$ cat src/rtl/branch_seq_pkg.sv
// Shared constants, state encoding and strobe bundle for the branch/jump sequencer.
package branch_seq_pkg;

    localparam int unsigned DATA_W = 32;
    localparam int unsigned OPC_W  = 5;
    localparam int unsigned CNT_W  = 16;

    localparam logic [OPC_W-1:0] OPC_BR  = 5'b10010;
    localparam logic [OPC_W-1:0] OPC_JR  = 5'b10100;
    localparam logic [OPC_W-1:0] OPC_JAL = 5'b10011;

    localparam logic [1:0] BRZR = 2'b00;
    localparam logic [1:0] BRNZ = 2'b01;
    localparam logic [1:0] BRPL = 2'b10;
    localparam logic [1:0] BRMI = 2'b11;

    typedef enum logic [2:0] {
        IDLE = 3'd0,
        RA   = 3'd1,
        PCY  = 3'd2,
        ADD  = 3'd3,
        WB   = 3'd4,
        LINK = 3'd5,
        JMP  = 3'd6,
        DONE = 3'd7
    } state_t;

    // Control strobes driven onto the shared-bus datapath in one step.
    typedef struct packed {
        logic gra;
        logic rout;
        logic pc_out;
        logic pc_in;
        logic y_in;
        logic c_out;
        logic z_in;
        logic zlo_out;
        logic alu_add;
        logic link_in;
    } strobe_t;

    function automatic logic is_supported(input logic [OPC_W-1:0] opc);
        return (opc == OPC_BR) || (opc == OPC_JR) || (opc == OPC_JAL);
    endfunction

    // First step after IDLE; unsupported opcodes go straight to DONE.
    function automatic state_t dispatch_state(input logic [OPC_W-1:0] opc);
        state_t s;
        s = DONE;
        if (opc == OPC_BR) begin
            s = RA;
        end else if (opc == OPC_JR) begin
            s = JMP;
        end else if (opc == OPC_JAL) begin
            s = LINK;
        end
        return s;
    endfunction

    function automatic logic [CNT_W-1:0] sat_inc(input logic [CNT_W-1:0] v);
        return (v == {CNT_W{1'b1}}) ? v : v + CNT_W'(1);
    endfunction

endpackage

$ cat src/rtl/branch_sequencer_if.sv
// Control/bus interface of the branch sequencer. BRANCH_STATS_EN adds the branch statistics counters.
interface branch_sequencer_if;
    import branch_seq_pkg::*;

    logic              start;
    logic [DATA_W-1:0] ir;
    logic              stall;
    logic [DATA_W-1:0] bus_data;

    logic busy;
    logic done;
    logic illegal;
    logic gra;
    logic rout;
    logic pc_out;
    logic pc_in;
    logic y_in;
    logic c_out;
    logic z_in;
    logic zlo_out;
    logic alu_add;
    logic link_in;
    logic taken;
`ifdef BRANCH_STATS_EN
    logic [CNT_W-1:0] br_taken_cnt;
    logic [CNT_W-1:0] br_nottaken_cnt;
`endif

    modport master (
        output start, ir, stall, bus_data,
        input  busy, done, illegal, gra, rout, pc_out, pc_in, y_in, c_out,
               z_in, zlo_out, alu_add, link_in, taken
`ifdef BRANCH_STATS_EN
        , input br_taken_cnt, br_nottaken_cnt
`endif
    );

    modport slave (
        input  start, ir, stall, bus_data,
        output busy, done, illegal, gra, rout, pc_out, pc_in, y_in, c_out,
               z_in, zlo_out, alu_add, link_in, taken
`ifdef BRANCH_STATS_EN
        , output br_taken_cnt, br_nottaken_cnt
`endif
    );

endinterface

$ cat src/rtl/branch_cond_eval.sv
// Branch condition evaluator: condition code from IR against the register value on the bus.
module branch_cond_eval
    import branch_seq_pkg::*;
(
    input  logic [1:0]        cc,
    input  logic [DATA_W-1:0] value,
    output logic              cond_c
);

    logic is_zero;
    logic is_neg;

    assign is_zero = (value == '0);
    assign is_neg  = value[DATA_W-1];

    always_comb begin
        cond_c = 1'b0;
        case (cc)
            BRZR: cond_c = is_zero;
            BRNZ: cond_c = !is_zero;
            BRPL: cond_c = !is_neg && !is_zero;
            BRMI: cond_c = is_neg;
        endcase
    end

endmodule

$ cat src/rtl/branch_sequencer.sv
// Multi-cycle branch/jump control FSM (br, jr, jal) stepping the shared bus through T3..T6.
// Define BRANCH_STATS_EN to add saturating taken/not-taken branch counters.
module branch_sequencer
    import branch_seq_pkg::*;
(
    input  logic              clk,
    input  logic              reset,
    branch_sequencer_if.slave sif
);

    state_t            state_q, state_d;
    logic [DATA_W-1:0] ir_q, ir_d;
    logic              con_q, con_d;
    logic              cond_c;
    strobe_t           stb_c;
    logic              busy_c;
    logic              done_c;
    logic              illegal_c;
    logic [OPC_W-1:0]  opc_q;
    logic              ir_unused_c;

    assign opc_q       = ir_q[DATA_W-1 -: OPC_W];
    assign ir_unused_c = ^{ir_q[DATA_W-OPC_W-1:21], ir_q[18:0]};

    branch_cond_eval u_cond (
        .cc     (ir_q[20:19]),
        .value  (sif.bus_data),
        .cond_c (cond_c)
    );

    always_ff @(posedge clk or posedge reset) begin
        if (reset) begin
            state_q <= IDLE;
            ir_q    <= '0;
            con_q   <= 1'b0;
        end else begin
            state_q <= state_d;
            ir_q    <= ir_d;
            con_q   <= con_d;
        end
    end

    // Next state and Moore strobes; a stalled step holds and drives nothing.
    always_comb begin
        state_d   = state_q;
        ir_d      = ir_q;
        con_d     = con_q;
        stb_c     = '0;
        busy_c    = 1'b0;
        done_c    = 1'b0;
        illegal_c = 1'b0;
        case (state_q)
            IDLE: begin
                if (sif.start) begin
                    ir_d    = sif.ir;
                    state_d = dispatch_state(sif.ir[DATA_W-1 -: OPC_W]);
                end
            end
            RA: begin
                busy_c = 1'b1;
                if (!sif.stall) begin
                    stb_c.gra  = 1'b1;
                    stb_c.rout = 1'b1;
                    con_d      = cond_c;
                    state_d    = PCY;
                end
            end
            PCY: begin
                busy_c = 1'b1;
                if (!sif.stall) begin
                    stb_c.pc_out = 1'b1;
                    stb_c.y_in   = 1'b1;
                    state_d      = ADD;
                end
            end
            ADD: begin
                busy_c = 1'b1;
                if (!sif.stall) begin
                    stb_c.c_out   = 1'b1;
                    stb_c.alu_add = 1'b1;
                    stb_c.z_in    = 1'b1;
                    state_d       = WB;
                end
            end
            WB: begin
                busy_c = 1'b1;
                if (!sif.stall) begin
                    // Not taken: Z is still driven, but PC keeps its fetch-time PC+1.
                    stb_c.zlo_out = 1'b1;
                    stb_c.pc_in   = con_q;
                    state_d       = DONE;
                end
            end
            LINK: begin
                busy_c = 1'b1;
                if (!sif.stall) begin
                    stb_c.pc_out  = 1'b1;
                    stb_c.link_in = 1'b1;
                    state_d       = JMP;
                end
            end
            JMP: begin
                busy_c = 1'b1;
                if (!sif.stall) begin
                    stb_c.gra   = 1'b1;
                    stb_c.rout  = 1'b1;
                    stb_c.pc_in = 1'b1;
                    state_d     = DONE;
                end
            end
            DONE: begin
                done_c    = 1'b1;
                illegal_c = !is_supported(opc_q);
                state_d   = IDLE;
            end
            default: state_d = IDLE;
        endcase
    end

    assign sif.busy    = busy_c;
    assign sif.done    = done_c;
    assign sif.illegal = illegal_c;
    assign sif.gra     = stb_c.gra;
    assign sif.rout    = stb_c.rout;
    assign sif.pc_out  = stb_c.pc_out;
    assign sif.pc_in   = stb_c.pc_in;
    assign sif.y_in    = stb_c.y_in;
    assign sif.c_out   = stb_c.c_out;
    assign sif.z_in    = stb_c.z_in;
    assign sif.zlo_out = stb_c.zlo_out;
    assign sif.alu_add = stb_c.alu_add;
    assign sif.link_in = stb_c.link_in;
    assign sif.taken   = con_q;

`ifdef BRANCH_STATS_EN
    logic             wb_exit_c;
    logic [CNT_W-1:0] tk_cnt_q, tk_cnt_d;
    logic [CNT_W-1:0] ntk_cnt_q, ntk_cnt_d;

    assign wb_exit_c = (state_q == WB) && !sif.stall;

    // Count each completed branch once, on the cycle it leaves WB.
    always_comb begin
        tk_cnt_d  = tk_cnt_q;
        ntk_cnt_d = ntk_cnt_q;
        if (wb_exit_c) begin
            if (con_q) begin
                tk_cnt_d = sat_inc(tk_cnt_q);
            end else begin
                ntk_cnt_d = sat_inc(ntk_cnt_q);
            end
        end
    end

    always_ff @(posedge clk or posedge reset) begin
        if (reset) begin
            tk_cnt_q  <= '0;
            ntk_cnt_q <= '0;
        end else begin
            tk_cnt_q  <= tk_cnt_d;
            ntk_cnt_q <= ntk_cnt_d;
        end
    end

    assign sif.br_taken_cnt    = tk_cnt_q;
    assign sif.br_nottaken_cnt = ntk_cnt_q;
`endif

endmodule

$ cat src/flat_wrapper.sv
// flat-port wrapper written by rule: the top's interface ports become plain ports
module branch_sequencer_flat import branch_seq_pkg::*;
  (clk, reset, sif_start, sif_ir, sif_stall, sif_bus_data, sif_busy, sif_done, sif_illegal, sif_gra, sif_rout, sif_pc_out, sif_pc_in, sif_y_in, sif_c_out, sif_z_in, sif_zlo_out, sif_alu_add, sif_link_in, sif_taken);
  branch_sequencer_if sif_i ();
  input  logic clk;
  input  logic reset;
  input wire logic [$bits(sif_i.start)-1:0] sif_start;
  input wire logic [$bits(sif_i.ir)-1:0] sif_ir;
  input wire logic [$bits(sif_i.stall)-1:0] sif_stall;
  input wire logic [$bits(sif_i.bus_data)-1:0] sif_bus_data;
  output wire logic [$bits(sif_i.busy)-1:0] sif_busy;
  output wire logic [$bits(sif_i.done)-1:0] sif_done;
  output wire logic [$bits(sif_i.illegal)-1:0] sif_illegal;
  output wire logic [$bits(sif_i.gra)-1:0] sif_gra;
  output wire logic [$bits(sif_i.rout)-1:0] sif_rout;
  output wire logic [$bits(sif_i.pc_out)-1:0] sif_pc_out;
  output wire logic [$bits(sif_i.pc_in)-1:0] sif_pc_in;
  output wire logic [$bits(sif_i.y_in)-1:0] sif_y_in;
  output wire logic [$bits(sif_i.c_out)-1:0] sif_c_out;
  output wire logic [$bits(sif_i.z_in)-1:0] sif_z_in;
  output wire logic [$bits(sif_i.zlo_out)-1:0] sif_zlo_out;
  output wire logic [$bits(sif_i.alu_add)-1:0] sif_alu_add;
  output wire logic [$bits(sif_i.link_in)-1:0] sif_link_in;
  output wire logic [$bits(sif_i.taken)-1:0] sif_taken;
  assign sif_i.start = sif_start;
  assign sif_i.ir = sif_ir;
  assign sif_i.stall = sif_stall;
  assign sif_i.bus_data = sif_bus_data;
  assign sif_busy = sif_i.busy;
  assign sif_done = sif_i.done;
  assign sif_illegal = sif_i.illegal;
  assign sif_gra = sif_i.gra;
  assign sif_rout = sif_i.rout;
  assign sif_pc_out = sif_i.pc_out;
  assign sif_pc_in = sif_i.pc_in;
  assign sif_y_in = sif_i.y_in;
  assign sif_c_out = sif_i.c_out;
  assign sif_z_in = sif_i.z_in;
  assign sif_zlo_out = sif_i.zlo_out;
  assign sif_alu_add = sif_i.alu_add;
  assign sif_link_in = sif_i.link_in;
  assign sif_taken = sif_i.taken;
  branch_sequencer u_core (.clk(clk), .reset(reset), .sif(sif_i));
endmodule
$ cat config.mk
export PLATFORM = sky130hd
export DESIGN_NAME = branch_sequencer_flat
export DESIGN_NICKNAME = d
export VERILOG_FILES = /design/src/rtl/branch_seq_pkg.sv /design/src/rtl/branch_sequencer_if.sv /design/src/rtl/branch_cond_eval.sv /design/src/rtl/branch_sequencer.sv /design/src/flat_wrapper.sv
export SDC_FILE = /design/constraint.sdc
export NUM_CORES = 1
export LEC_CHECK = 0
export CAP_MARGIN = 5
export CORE_AREA = 2 2 56 58
export DETAILED_ROUTE_END_ITERATION = 7
export DIE_AREA = 0 0 58 60
export PLACE_DENSITY = 0.79
export SYNTH_ARGS = -nofsm -noshare
export SYNTH_HDL_FRONTEND = slang
export SYNTH_SLANG_ARGS = --single-unit
export TNS_END_PERCENT = 100
$ cat constraint.sdc
create_clock -name clk -period 1.6 [get_ports clk]
set_input_delay 0.32 -clock clk [delete_from_list [all_inputs] [get_ports clk]]
set_output_delay 0.32 -clock clk [all_outputs]
set_load 0.005 [all_outputs]
# [Word level (Yosys, flattened, before mapping)]
# Index checks and enable logic that the tools add are counted.
[word_totals] ram_bits=0 romBits=0 out_inout_bits=14 memories=0 reg_bits=36 latchBits=0 elab_cells=67
[op_classes] bitwise_logic=1 mul=0 n_eq_ne=22 n_reduce_logical=16 n_mux=25 n_shift=0 div=0 n_lt_le_gt_ge=0 n_addsub=0
[ops] operator="$logic_not A32 Y1" n=1
[ops] operator="$eq A5 B5 Y1 const B" n=6
[ops] operator="$mux W3" n=8
[ops] operator="$pmux W3 S7" n=1
[ops] operator="$eq A3 B3 Y1 const B" n=4
[ops] operator="$ne A2 B2 Y1 const B" n=6
[ops] operator="$mux W1" n=10
[ops] operator="$mux W2" n=4
[ops] operator="$eq A3 B2 Y1 const B" n=2
[ops] operator="$reduce_and A6 Y1" n=1
[ops] operator="$reduce_or A2 Y1" n=3
[ops] operator="$reduce_or A6 Y1" n=1
[ops] operator="$eq A2 B2 Y1 const B" n=2
[ops] operator="$pmux W1 S4" n=1
[ops] operator="$reduce_and A2 Y1" n=2
[ops] operator="$eq A3 B1 Y1 const B" n=1
[ops] operator="$logic_not A1 Y1" n=3
[ops] operator="$logic_not A3 Y1" n=1
[ops] operator="$eq A2 B1 Y1 const B" n=1
[ops] operator="$logic_not A2 Y1" n=1
[ops] operator="$logic_or A1 B1 Y1" n=2
[ops] operator="$pmux W1 S2" n=1
[ops] operator="$logic_and A1 B1 Y1" n=1
[ops] operator="$not A1 Y1" n=1

# [Logic depth before layout (Yosys ltp)]
[depth] word_depth=6 ltp_mapped=6

# [Hierarchy]
# From an unflattened synthesis, not the netlist that was laid out.
[unflattened] cells_unflattened=84 hier_area_um2=775.7
[by_module_without_submodules] module="branch_sequencer" cells_per_inst=67 n_inst=1 area_each_um2=663.1
[by_module_without_submodules] module="branch_cond_eval" cells_per_inst=17 n_inst=1 area_each_um2=112.6

# [Least setup slack after synthesis]
# No wires, ideal clock.
[synth_path] kind="register -> output" start="register u_core.state_q[2]" end="output sif_rout" arrival_ns=1.188 stages_incl_launch_ff=6 slack_ns=0.092 path_buffers=2 path_cell_list="dfrtp_1 > clkbuf_1 > nor2b_1 > a21oi_1 > nor2_1 > buf_4"
[synth_via] elab_chain_cells=3
[synth_rtl] element="from (decl)" line_no="branch_sequencer.sv:11" rtl="state_t state_q, state_d;"
[synth_rtl] element="from (signal assigned)" line_no="branch_sequencer.sv:37" rtl="state_q <= state_d;"
[synth_rtl] element="$eq A3 B1 Y1 / $eq A3 B3 Y1 (equally long branches)" line_no="branch_sequencer.sv:52" rtl="case (state_q)"
[synth_rtl] element="$reduce_or A2 Y1 (no source line) (*)"
[synth_rtl] element="$mux W2 (*)"
[synth_rtl] element="to (decl)" line_no="flat_wrapper.sv:15" rtl="output wire logic [$bits(sif_i.rout)-1:0] sif_rout;"
# Every way passes the cells marked *; elsewhere a longest branch is shown, timed or not.

# [Final worst setup path]
[layout_path] start="register u_core.state_q[2]" end="output sif_c_out"
[layout_via] elab_chain_cells=2
[layout_rtl] element="$eq A3 B2 Y1" line_no="branch_sequencer.sv:52"
[layout_rtl] element="$mux W2" line_no="branch_sequencer.sv:52"
[layout_rtl] element="to (decl)" line_no="flat_wrapper.sv:19" rtl="output wire logic [$bits(sif_i.c_out)-1:0] sif_c_out;"
# No other way between the ends.

==> reports/qor.yml <==
gp_congestion: 0.8031
crit_start: "u_core.state_q[2]"
relSlewSlack: 0.7139
finClkSkew_ns: 0.002960
hp-class: "in2async"
grt_pass1_wl_mm: 4.140
slowest_delay_ns: 0.44
layout_setup_ws_ns: -0.1466
track_usage: 0.1587
fill_cells: 237
clock_latency_ns: 0.28
synthSimpleGateAreaFrac: 0.3328
end_kind: "primary output"
yosysSeqAreaShare: 0.3537
grt_pass1_vias: 967
vias: 1017
ir_worst_vdd_mv: 0.9730
crit_chain: "buf_6, nor3b_2, buf_4, buf_6, buf_6, buf_6"
avgRoutedWirePerCell_um: 14.10
vias_per_cell: 4.843
initial_core_util: 0.2681
syn_area_per_cell_um2: 9.049
dominantRegCellSynth: "dfrtp_1"
synthAdderAreaFrac: 0
violations: "negative setup slack"
holdWs_ns: 0.3270
ys_types: 33
cts_tree: "built"
die_y_um: 60
critPathKind: "reg2out"
critPathLaunchType: "flip-flop"
initialDrtViolationCount: 4
finalSetupViolCount: 10
antenna_found_initial: 0
synth.area.mux_share: 0.1013
cts-hold-fix-buffers: 0
timing.rr.start: "u_core.state_q[2]"
drt_wl_total_mm: 2.962
worst_pin_slew_ns: 0.4287
final_common_cell: "clkdlybuf4s50_1"
cts_sinks: 11
yosysWarnings: 0
hold_viol: 0
cts_max_level: 1
maxCapViolCount: 0
synth_top_family_by_area: "simple AND/OR/NAND/NOR gates"
drtAntennaViolNets: 0
r2r_slack_ns: 0.01
grt_max_degree: 12
cts_buffers: 3
drcViolationCount: 0
cp.required_ns: 1.28
r2r_end: "u_core.ir_q[28]"
fmax_ghz: 0.5725
syn_nets: 154
finalPower_uw: 2354
root_buffer: "clkbuf_4"
n_antenna_cell: 0
most-common-layout-cells: "clkdlybuf4s50_1, buf_4, buf_6"
core_area_um2: 2903
synth-async-reset-ratio: 1.000
synth_edf_count: 0
layout-drive-gt1-share: 0.4350
clockBufferDepth: 2
synth_seq_cells: 11
outcome: "finished, violations left"
rsz0062_at_grt: "yes"
critPathMostFrequentCell: "buf_6"
leakagePower_uw: 0.0007716
io_buffers: 56
cp_max_fo: 5
critical-path-slowest-cell: "dfrtp_2"
area.growth.synth_to_final_pct: 124.3
synth_compound_area_frac: 0.1318
clk_pin_slew_worst_paths_ns: 0.07
synthXorXnorAreaFrac: 0.01125
p_per_area_nw_per_um2: 1349
arrival_ns: 1.43
dp_hpwl_mm: 2.059
synthesis.area_um2: 778.2
postSynthCellCount: 86
drv_slew: 0
first_pass_iters: 4
reg2regPathDepth: 6
ioPinCount: 82
fp-row-count: 20
period_share: 1.092
globalRouteOverflowTotal: 0
die_w_um: 58
dieArea_um2: 3480
nets: 246
period_needed_ns: 1.747
==> cells by family after synthesis <==
group / count (synthesis)
DFF: 11
and+or+nand+nor: 40
AOI/OAI and AO/OA: 16
buffers and inverters: 11
muxes: 7
xor gates and xnor gates: 1
==> worst max-delay path, delay by kind of cell (launching register included) <==
family,cells,cell delay [ns]
flip-flops,1,0.44
AND/OR/NAND/NOR,1,0.16
buffers and inverters,5,0.55
==> synth_stat cells, types with 2 or more instances <==
master / n / area (µm²)
nor2b_1: 3 / 18.77
inv_1: 5 / 18.77
nor4_1: 4 / 25.02
clkbuf_1: 2 / 7.510
nand2_1: 3 / 11.26
buf_4: 3 / 22.52
a21oi_1: 2 / 10.01
nor3_1: 5 / 25.02
nand4_1: 2 / 12.51
nor4_2: 4 / 50.05
and3_1: 2 / 12.51
mux2_1: 7 / 78.83
o21ai_1: 2 / 10.01
nand2b_1: 2 / 12.51
o21ai_0: 5 / 25.02
nand4bb_1: 2 / 22.52
dfrtp_1: 11 / 275.3
nor2_1: 7 / 26.28
==> state kept, by name, summed over array words and instances, names as in the netlist <==
name	cells
u_core.ir_q	7
u_core.sif.taken	1
u_core.state_q	3
==> metal layers <==
layer  part of all wire  routed length, µm  vias to the layer above  track usage
met5                  0                  0                        -            0
met3              0.047                140                        4      0.04113
li1                   -                  -                      496            -
met4             0.0088                 26                        0      0.05980
met1               0.36               1065                      493       0.1611
met2               0.58               1730                       24       0.3084
==> power breakdown <==
part | switching, µW | internal (µW)
Clock | 102 | 92.9
Sequential | 152 | 428
Combinational | 613 | 966
==> layout make-up <==
cell class	count	area, µm²	share of cell area
clock buffers	3	22.52	0.01290
multi-input cells	64	540.5	0.3097
repair buffers	93	838.3	0.4803
inverters	5	18.77	0.01075
clock inverters	1	5.005	0.002867
well taps	33	41.29	0.02366
flip-flops and latches	11	279.0	0.1599
==> stage by stage <==
stage,utilization,setup WS [ns],cell area (µm²),setup TNS (ns),instances
global placement,0.5125,-0.5039,1488,-4.025,188
CTS,0.5685,-0.1200,1650,-0.5856,202
detailed placement,0.5125,-0.5503,1488,-4.380,188
global route,0.6013,-0.1878,1745,-2.019,210
finish,0.6013,-0.1466,1745,-0.9364,210
floorplan,-,0.09185,778.2,0,86
==> what timing repair did <==
| action | 4_1_cts | 5_1_grt |
|---|---|---|
| endpoints found under the setup margin | 13 | 14 |
| buffers inserted | 10 | 8 |
| endpoints found under the hold margin | 0 | 0 |
| resized for setup | 67 | 16 |
| pin swaps | 4 | 11 |
==> worst max-delay path by stage <==
stage	endpoint	depth (start not counted)
final	sif_c_out	6
after CTS	sif_busy	5
after detailed placement	sif_c_out	5
after floorplan	sif_rout	5
after global routing	sif_y_in	4
after global placement	sif_z_in	5
Note: power is estimated with default switching activity, not from simulation.
==> RTL change (same settings) <==
The package constant `OPC_W` goes from 5 to 7.
--- a/src/rtl/branch_seq_pkg.sv
+++ b/src/rtl/branch_seq_pkg.sv
@@ -2,7 +2,7 @@
 package branch_seq_pkg;
 
     localparam int unsigned DATA_W = 32;
-    localparam int unsigned OPC_W  = 5;
+    localparam int unsigned OPC_W  = 7;
     localparam int unsigned CNT_W  = 16;
 
     localparam logic [OPC_W-1:0] OPC_BR  = 5'b10010;
Check against the original RTL: not equivalent (a bounded check fails within 4 cycles, from zero or initial values and one cycle with reset high).
==> RTL change against the original RTL <==
The flow still finishes with violations (negative setup slack). Sequential cell count is 2 higher. Total power is 27% higher. Final area is 18% higher. Worst setup slack worse by 0.064 ns. Wire length is 41% higher. Sequential power is 22% higher. Synthesized area is 9.0% higher. First-iteration DRC count grew to 6.3 times the old value. Critical endpoint is now sif_gra.
==> RTL change: results <==
[global_route]
use_met2_pct = 39.6
use_met3_pct = 8.01
use_met1_pct = 22.5
grt_pass1_wl_um = 5670
grt_pass1_vias = 1203
antenna_found_initial = 0
grt_max_degree = 14

[synth]
synth-seq-area-share_pct = 38.3
synthTopCellsByCount = dfrtp_1, mux2_2, nor2_1, nor4_1, inv_1
synth_cell_types = 29
ys_top_cells_by_area = dfrtp_1, mux2_2, nor4_1
synth-compound-area-share_pct = 10.0
synth_cells = 90
synthesis.nets = 158
synth_xor_area_share_pct = 1.03

[cells_and_area]
n_antenna_cell = 0
fill_cells = 186
fin_area_mm2 = 0.00207
largest_reg_flops = 9
drive_gt1_share_pct = 60.5
finalNetCount = 259

[detailed_routing]
drt_wl_total_um = 4180
drt-initial-drc-count = 25
wire_per_inst_um = 18.7
met2_length_um = 2300
routedLengthMet1_um = 1500
vias_per_cell = 5.25

[place]
routabilityCongestion = 0.860
place_area_mm2 = 0.00161
hpwl_um = 2310
port_buffers = 58
place_inst = 198

[min_path]
min_path_type = in -> reg

[clock_tree]
clk_pin_slew_worst_paths_ns = 0.09
post-cts-setup-buffer-count = 19
cts_resized = 101

[timing]
hold_slack_ns = 0.279
skew_ns = 0.0106
worst_slack_ns = -0.210
worst_pin_slew_ns = 0.518
setup_violations = 22

[worst_setup_path]
r2r_slack_ns = -0.11
slowest_delay_ns = 0.52
crit_arrival_ns = 1.49
r2r-end = u_core.state_q[0]
path_delay_family = flip-flops
worstRegToRegCells = 8
worstPathMaxFanout = 8

[power]
p_leak_nw = 0.963
ir_drop_mv = 1.03
swShare_pct = 37.7

[status]
outcome = finished with violations
failed_checks = negative setup slack
[RTL change: metrics by stage]
step / setup TNS (ns) / power (W) / setup slack [ns]
floorplan: -0.0474 / 0.00118 / -0.0474
global placement: -6.75 / 0.00181 / -0.512
detailed placement: -7.56 / 0.00185 / -0.561
CTS: -1.04 / 0.00245 / -0.235
global route: -2.55 / 0.00313 / -0.291
finish: -1.40 / 0.00298 / -0.210
[RTL change: power by group through the flow]
stage	combinational [W]	clock (W)	sequential, W
3_5_place_dp	0.00120	0	0.000651
2_1_floorplan	0.000596	0	0.000588
3_3_place_gp	0.00117	0	0.000641
5_1_grt	0.00217	0.000231	0.000730
4_1_cts	0.00158	0.000205	0.000669
6_report	0.00207	0.000205	0.000710
[RTL change: area by class of cell]
| class | instances | share of cell area, % |
|---|---|---|
| Multi-Input combinational cell | 63 | 33.7 |
| Timing Repair Buffer | 103 | 45.8 |
| Inverter | 7 | 1.27 |
| Sequential cell | 13 | 16.0 |
| Clock buffer | 4 | 1.27 |
| Tap cell | 33 | 2.00 |
